==> config.mk <==
export PLATFORM = sky130hd
export DESIGN_NAME = pipe_ctrl
export DESIGN_NICKNAME = d
export VERILOG_FILES = /design/src/rtl/y86_pkg.sv /design/src/rtl/sat_counter.sv /design/src/rtl/pipe_ctrl.sv
export SDC_FILE = /design/constraint.sdc
export NUM_CORES = 1
export LEC_CHECK = 0
export BUFFER_PORTS_ARGS = -buffer_cell sky130_fd_sc_hd__buf_2
export CAP_MARGIN = 20
export CORE_MARGIN = 2
export CORE_UTILIZATION = 35
export CTS_CLUSTER_SIZE = 14
export DETAILED_ROUTE_END_ITERATION = 7
export SLEW_MARGIN = 5
export SYNTH_ARGS = -nofsm -noshare
export SYNTH_HDL_FRONTEND = slang
export SYNTH_HIERARCHICAL = 1
export SYNTH_SLANG_ARGS = --single-unit
==> constraint.sdc <==
create_clock -name clk -period 4.94 [get_ports clk]
set_input_delay 0.247 -clock clk [delete_from_list [all_inputs] [get_ports clk]]
set_output_delay 0.247 -clock clk [all_outputs]
set_load 0.005 [all_outputs]
==> src/rtl/y86_pkg.sv <==
// Shared Y86 encodings: instruction codes, one-hot status values, register sentinel
// and the pipeline controller state encoding.
package y86_pkg;

    localparam logic [3:0] I_HALT   = 4'h0;
    localparam logic [3:0] I_NOP    = 4'h1;
    localparam logic [3:0] I_RRMOVQ = 4'h2;
    localparam logic [3:0] I_IRMOVQ = 4'h3;
    localparam logic [3:0] I_RMMOVQ = 4'h4;
    localparam logic [3:0] I_MRMOVQ = 4'h5;
    localparam logic [3:0] I_OPQ    = 4'h6;
    localparam logic [3:0] I_JXX    = 4'h7;
    localparam logic [3:0] I_CALL   = 4'h8;
    localparam logic [3:0] I_RET    = 4'h9;
    localparam logic [3:0] I_PUSHQ  = 4'hA;
    localparam logic [3:0] I_POPQ   = 4'hB;

    localparam logic [3:0] REG_NONE = 4'hF;

    // Status is one-hot {HLT, INS, AOK}
    localparam logic [2:0] STAT_AOK = 3'b001;
    localparam logic [2:0] STAT_INS = 3'b010;
    localparam logic [2:0] STAT_HLT = 3'b100;

    typedef enum logic [1:0] {
        S_RUN    = 2'd0,
        S_DRAIN  = 2'd1,
        S_HALTED = 2'd2
    } state_e;

    function automatic logic is_mem_load(input logic [3:0] icode);
        return (icode == I_MRMOVQ) || (icode == I_POPQ);
    endfunction

endpackage

==> src/rtl/sat_counter.sv <==
// Saturating up-counter: increments on inc unless hold is high, sticks at all-ones.
module sat_counter
    import y86_pkg::*;
#(
    parameter int unsigned CNT_W = 32
) (
    input  logic             clk,
    input  logic             rst,
    input  logic             inc,
    input  logic             hold,
    output logic [CNT_W-1:0] count
);

    logic [CNT_W-1:0] count_q;
    logic [CNT_W-1:0] count_d;

    always_comb begin
        count_d = count_q;
        if (inc && !hold && (count_q != '1)) begin
            count_d = count_q + CNT_W'(1);
        end
    end

    always_ff @(posedge clk or posedge rst) begin
        if (rst) begin
            count_q <= '0;
        end else begin
            count_q <= count_d;
        end
    end

    assign count = count_q;

endmodule

==> src/rtl/pipe_ctrl.sv <==
// Y86 pipeline hazard controller: stall/bubble generation, exception drain/halt FSM
// and saturating performance counters.
module pipe_ctrl
    import y86_pkg::*;
#(
    parameter int unsigned CNT_W = 32
) (
    input  logic             clk,
    input  logic             rst,
    input  logic [3:0]       d_icode,
    input  logic [3:0]       d_srcA,
    input  logic [3:0]       d_srcB,
    input  logic [3:0]       e_icode,
    input  logic [3:0]       e_dstM,
    input  logic             e_cnd,
    input  logic [3:0]       m_icode,
    input  logic [2:0]       m_stat,
    input  logic [3:0]       w_icode,
    input  logic [2:0]       w_stat,
    output logic             f_stall,
    output logic             d_stall,
    output logic             d_bubble,
    output logic             e_bubble,
    output logic             m_bubble,
    output logic             w_stall,
    output logic [1:0]       state,
    output logic             halted,
    output logic [CNT_W-1:0] cyc_cnt,
    output logic [CNT_W-1:0] lu_cnt,
    output logic [CNT_W-1:0] mp_cnt,
    output logic [CNT_W-1:0] ret_cnt,
    output logic [CNT_W-1:0] rtr_cnt
);

    state_e state_q;
    state_e state_d;
    logic   halted_q;
    logic   halted_d;

    logic lu;
    logic mp;
    logic rp;
    logic retire;
    logic hold;

    always_comb begin
        lu = is_mem_load(e_icode) && (e_dstM != REG_NONE) &&
             ((e_dstM == d_srcA) || (e_dstM == d_srcB));
        mp = (e_icode == I_JXX) && !e_cnd;
        rp = (d_icode == I_RET) || (e_icode == I_RET) || (m_icode == I_RET);
        retire = (w_stat == STAT_AOK) && (w_icode != I_NOP);
        hold   = (state_q == S_HALTED);
    end

    // Load-use wins over ret: the decode slot is held rather than bubbled.
    always_comb begin
        f_stall  = lu | rp;
        d_stall  = lu;
        d_bubble = mp | (rp & ~lu);
        e_bubble = mp | lu;
        m_bubble = 1'b0;
        w_stall  = 1'b0;
        case (state_q)
            S_RUN:   ;
            S_DRAIN: m_bubble = 1'b1;
            default: begin
                f_stall  = 1'b1;
                d_stall  = 1'b1;
                d_bubble = 1'b0;
                e_bubble = 1'b0;
                m_bubble = 1'b0;
                w_stall  = 1'b1;
            end
        endcase
    end

    always_comb begin
        state_d = state_q;
        case (state_q)
            S_RUN: begin
                if (w_stat != STAT_AOK) begin
                    state_d = S_HALTED;
                end else if (m_stat != STAT_AOK) begin
                    state_d = S_DRAIN;
                end
            end
            S_DRAIN: begin
                if (w_stat != STAT_AOK) begin
                    state_d = S_HALTED;
                end
            end
            default: state_d = S_HALTED;
        endcase
        halted_d = (state_d == S_HALTED);
    end

    always_ff @(posedge clk or posedge rst) begin
        if (rst) begin
            state_q  <= S_RUN;
            halted_q <= 1'b0;
        end else begin
            state_q  <= state_d;
            halted_q <= halted_d;
        end
    end

    assign state  = state_q;
    assign halted = halted_q;

    sat_counter #(.CNT_W(CNT_W)) u_cyc_cnt (
        .clk(clk), .rst(rst), .inc(1'b1), .hold(hold), .count(cyc_cnt)
    );

    sat_counter #(.CNT_W(CNT_W)) u_lu_cnt (
        .clk(clk), .rst(rst), .inc(lu), .hold(hold), .count(lu_cnt)
    );

    sat_counter #(.CNT_W(CNT_W)) u_mp_cnt (
        .clk(clk), .rst(rst), .inc(mp), .hold(hold), .count(mp_cnt)
    );

    sat_counter #(.CNT_W(CNT_W)) u_ret_cnt (
        .clk(clk), .rst(rst), .inc(rp & ~lu), .hold(hold), .count(ret_cnt)
    );

    sat_counter #(.CNT_W(CNT_W)) u_rtr_cnt (
        .clk(clk), .rst(rst), .inc(retire), .hold(hold), .count(rtr_cnt)
    );

endmodule
Yosys cells after proc, flatten, opt, wreduce, memory -nomap -nowiden
Cells that the tools add are included.
{"block": "word_totals", "regBits": 163, "in_bits": 37, "out_inout_bits": 169, "word_cells": 69}
{"block": "classes", "n_addsub": 5, "n_eq_ne": 21, "muxes": 10, "bitwise": 5, "n_reduce_logical": 21}
{"operator": "$add 32x1->32 const B", "n": 5}
{"operator": "$ne 32x32->1 const B", "n": 5}
{"operator": "$eq 4x4->1 const B", "n": 4}
{"operator": "$logic_and 1x1->1", "n": 13}
{"operator": "$eq 4x3->1 const B", "n": 2}
{"operator": "$eq 4x4->1", "n": 2}
{"operator": "$mux 1", "n": 6}
{"operator": "$mux 2", "n": 3}
{"operator": "$ne 3x1->1 const B", "n": 2}
{"operator": "$eq 2x2->1 const B", "n": 2}
{"operator": "$logic_or 1x1->1", "n": 4}
{"operator": "$ne 4x1->1 const B", "n": 1}
{"operator": "$ne 4x4->1 const B", "n": 1}
{"operator": "$pmux 2 s2", "n": 1}
{"operator": "$eq 3x1->1 const B", "n": 1}
{"operator": "$or 1x1->1", "n": 3}
{"operator": "$eq 2x1->1 const B", "n": 1}
{"operator": "$logic_not 1->1", "n": 2}
{"operator": "$logic_not 2->1", "n": 1}
{"operator": "$reduce_or 2->1", "n": 1}
{"operator": "$and 1x1->1", "n": 1}
{"operator": "$not 1->1", "n": 1}

Depth between registers and ports, before layout
{"block": "logic_depth", "word_depth": 8, "depth_mapped": 11, "ltp_nobuf": 10}

Hierarchy
Netlist, hierarchy kept.
{"module": "sat_counter", "instances": 5, "cells_per_inst": 137, "area_each_um2": 1557.7}
{"module": "pipe_ctrl", "instances": 1, "cells_per_inst": 42, "area_each_um2": 364.1}

Least setup slack after synthesis
No wires, ideal clock.
{"block": "synth_timing", "path_kind": "input to register", "start": "input port e_dstM[1]", "end": "register u_lu_cnt.count_q[9], in the netlist u_lu_cnt/count[9]", "setup_ps": 124, "arrival_ps": 1744, "required_ps": 4816, "slack_ps": 3072, "path_stages": 10, "n_path_buf": 1, "cell_sequence": "xor2_1 > nor4_1 > o21ai_2 > inv_2 > nor2b_1 > nand3_1 > a21oi_2 > buf_6 > nand3_1 > xnor2_1"}
{"block": "synth_via", "elab_chain_len": 5}
{"element": "start, declared", "line_no": "pipe_ctrl.sv:14", "text": "input logic [3:0] e_dstM,"}
{"element": "$ne 4x4->1 or $eq 4x4->1 (tied branches)", "line_no": "pipe_ctrl.sv:47, pipe_ctrl.sv:48"}
{"element": "$logic_and 1x1->1 or $logic_or 1x1->1 (tied branches)", "line_no": "pipe_ctrl.sv:47, pipe_ctrl.sv:48"}
{"element": "$logic_and 1x1->1 (*)", "line_no": "pipe_ctrl.sv:47", "text": "lu = is_mem_load(e_icode) && (e_dstM != REG_NONE) &&"}
{"element": "named net lu", "line_no": "pipe_ctrl.sv:40", "text": "logic lu;"}
{"element": "$logic_and 1x1->1 (*) (2 in series)", "line_no": "sat_counter.sv:19", "text": "if (inc && !hold && (count_q != '1)) begin"}
{"element": "end signal, assigned", "line_no": "sat_counter.sv:28", "text": "count_q <= count_d;"}
{"element": "end, declared", "line_no": "sat_counter.sv:14", "text": "logic [CNT_W-1:0] count_q;"}
Mark *: on every way through the listed nets, which the timed path passes. The rest lies on a longest branch.
A chain may end at the register's enable or synchronous reset.

Final worst setup path
{"block": "layout_timing", "start": "register state_q[1], in the netlist state[1]", "end": "register u_lu_cnt.count_q[23], in the netlist u_lu_cnt/count[23]"}
{"block": "layout_via", "elab_chain_len": 4}
{"element": "start, declared", "line_no": "pipe_ctrl.sv:35", "text": "state_e state_q;"}
{"element": "start signal, assigned", "line_no": "pipe_ctrl.sv:102", "text": "state_q <= state_d;"}
{"element": "$eq 2x2->1", "line_no": "pipe_ctrl.sv:52", "text": "hold = (state_q == S_HALTED);"}
{"element": "named net hold", "line_no": "pipe_ctrl.sv:44", "text": "logic hold;"}
{"element": "$logic_not 1->1", "line_no": "sat_counter.sv:19"}
{"element": "$logic_and 1x1->1 (2 in series)", "line_no": "sat_counter.sv:19"}
The timed path passes the listed nets, and every way through them passes these cells.

==> run metrics <==
power per cell area=267 nW/µm²; I/O pin count=206; WS Path Type=flop to flop; count of input and output buffers=205; post-synthesis cell type count=39; Placement Setup Slack=about 2100 ps; CP delay by family, top=simple AND/OR/NAND/NOR gates; Slowest cell on crit path=a21oi_2; # H-tree levels=4; commonest non-fill, non-tap cell in the layout=buf_2; vias in the first global route=6107; CP Data Required Time=about 5200 ps; DRT Pass-1 Iters=4; Placed Cells incl. Taps=between 1000 and 1500; max incr delay on CP=550 ps; vias per inst=5.02; Critical Path Stages=6; Antenna Nets Post-Route=0; Worst setup SP type=flop; Initial Util=35.8%; buffers from clock root to sink, at most=2; clk slew on worst S/H paths=roughly 70 ps; GRT Util Overall=17.1%; Max Cap Violations=0; worst path bufs/invs=0; Rows=between 50 and 60; minimum clock period=2450 ps; Synth Warn #=6; critical path, cell by cell=nor2b_1 > nor2b_1 > nand3_1 > a21oi_2 > nand4_1 > xnor2_1; clock root buffer=clkbuf_16; post-synthesis register bit count=163; Synth Instances=727; Max VDD drop=0.000173 V; Final Non-Filler Cells=1278; Tcrit/Tclk final=49.6%; clk_lat worst skew=approximately 420 ps; initial antenna violation count=0; Post-Layout Inst Area=10100 µm²; # clock sinks=163; total number of vias=between 6000 and 7000; hold depth=2; chip height=157 µm; CP arrival=2750 ps; PostCTS Resize Cnt=0; die area=24500 µm²; commonest non-fill, non-tap cells in the layout=buf_2 (205), dfrtp_1 (163), xnor2_1 (110); Core Box Area=approximately 23000 µm²; Post-CTS Repair Setup Buffers=0; fmax=408 MHz; mapped cell area=8150 µm²; Antenna Cells=0; # DRC=0; most used cell, CP=nor2b_1; Synth Area per Inst=~11 µm²; fin. max-slew vios=0; Static Leakage=just over 5 nW; Final WS setup=2490 ps; Setup Skew=9.88 ps; layout cell share with drive strength beyond 1=29.9%; register area share after synthesis=50.0%; Initial DRC Count=roughly 320; fillcell total=roughly 2200; status=finished, final reports clean; Sequential Area=4080 µm²; first-pass GRT wire length=33200 µm; CTS Buf Count=17; multi-input logic area=3950 µm²; length in cells of the worst reg-to-reg path=6; Die Wd=approximately 160 µm; Post-DP Area=9550 µm²; final HPWL from detailed placement=between 15000 and 20000 µm; setup TNS=0 ps; WL/cell=about 16 µm; grt ovf=0; slew at the pin closest to its max-slew limit=1020 ps; HP Class=input port to flop; worst-path maximum fanout=13; Setup-failing EPs final=0; RSZ-0062 raised after global routing=no; TritonCTS clock tree=built; WL final=about 21000 µm; Nets=between 900 and 1000; crit end category=flop; CTS Hold Bufs=1; Final Hold Viols=0; gpl congestion=roughly 0.8; synth-to-layout area growth=24.1%; largest net degree at the start of global routing=33; slew margin rel.=32.0%
## sequential cells by signal, indices dropped and copies added (netlist names)
| signal | cells |
|---|---|
| u_rtr_cnt/count | 32 |
| halted | 1 |
| state | 2 |
| u_ret_cnt/count | 32 |
| u_lu_cnt/count | 32 |
| u_mp_cnt/count | 32 |
| u_cyc_cnt/count | 32 |
## layer usage
layer	up-vias	share of wire (%)	track usage, %
met5	-	0	0
met1	3161	49	24.8
met4	0	1.0	5.16
met2	165	45	25.7
li1	3067	-	-
met3	18	4.9	3.71
## kinds of logic (layout without fill, tap and decap cells)
group	after synthesis	count (layout)	share of synthesized area, %
buffers and inverters	24	261	1.57
xor gates and xnor gates	163	163	17.5
other	1	2	0.0460
muxes	5	5	0.691
and+or+nand+nor	342	342	26.5
DFF	163	163	50.0
AOI/OAI and AO/OA	24	24	2.90
adders and majority gates	5	5	0.767
## layout make-up
| class | instances | area share (%) |
|---|---|---|
| repair buffers | 211 | 10.6 |
| clock inverters | 13 | 1.25 |
| inverters | 18 | 0.668 |
| multi-input cells | 541 | 39.0 |
| flip-flops and latches | 163 | 40.3 |
| well taps | 313 | 3.87 |
| clock buffers | 19 | 4.28 |
## through the flow
step	power, mW	utilization, %	hold WS, ps
finish	2.70	44.4	84.7
global route	2.81	44.4	68.1
CTS	2.75	44.4	62.8
detailed placement	1.45	41.9	252
global placement	1.44	41.9	252
floorplan	1.40	-	0.644
## cells in the mapped netlist, drive strengths merged
master / n / area share (%)
nor4bb: 4 / 0.49
dfrtp: 163 / 50
nor4: 12 / 2.2
or4b: 2 / 0.25
buf: 5 / 0.69
nor4b: 3 / 0.32
clkbuf: 1 / 0.046
a211oi: 1 / 0.15
xor2: 53 / 5.7
a21boi: 5 / 0.46
ha: 5 / 0.77
xnor2: 110 / 12
nand4: 71 / 5.4
a21oi: 11 / 1.1
o2111ai: 5 / 0.92
nor3b: 1 / 0.092
nor2: 27 / 1.2
and3b: 1 / 0.11
o211a: 1 / 0.12
nor2b: 7 / 0.54
nand2: 36 / 1.7
inv: 18 / 0.83
mux2: 5 / 0.69
and3: 45 / 3.5
and4: 15 / 1.6
o21ai: 1 / 0.11
or2: 5 / 0.38
nand3b: 1 / 0.092
and4b: 5 / 0.61
nor3: 26 / 2.8
conb: 1 / 0.046
nand3: 70 / 4.3
nand2b: 11 / 0.84
## where the power goes
group	switching (mW)	internal (mW)
Sequential	0.00713	1.34
Clock	0.580	0.702
Combinational	0.0458	0.0259
## worst paths after layout
kind | start | end | slack [ps]
worst max-delay path | state[1] | u_lu_cnt/count[23] | 2490
worst min-delay path | w_stat[2] | halted | 80
worst max register to register | state[1] | u_lu_cnt/count[23] | 2490
worst min register to register | u_lu_cnt/count[15] | u_lu_cnt/count[15] | 500
max in group asynchronous | rst | u_ret_cnt/count[8] | 3800
min in group asynchronous | rst | halted | 330
## worst reg2reg max path, stage by stage, from the launching register on
cell and delay, ps:
dfrtp_1 530, nor2b_1 390, nor2b_1 320, nand3_1 140
a21oi_2 550, nand4_1 210, xnor2_1 180
Note: power is estimated with default switching activity, not from simulation.
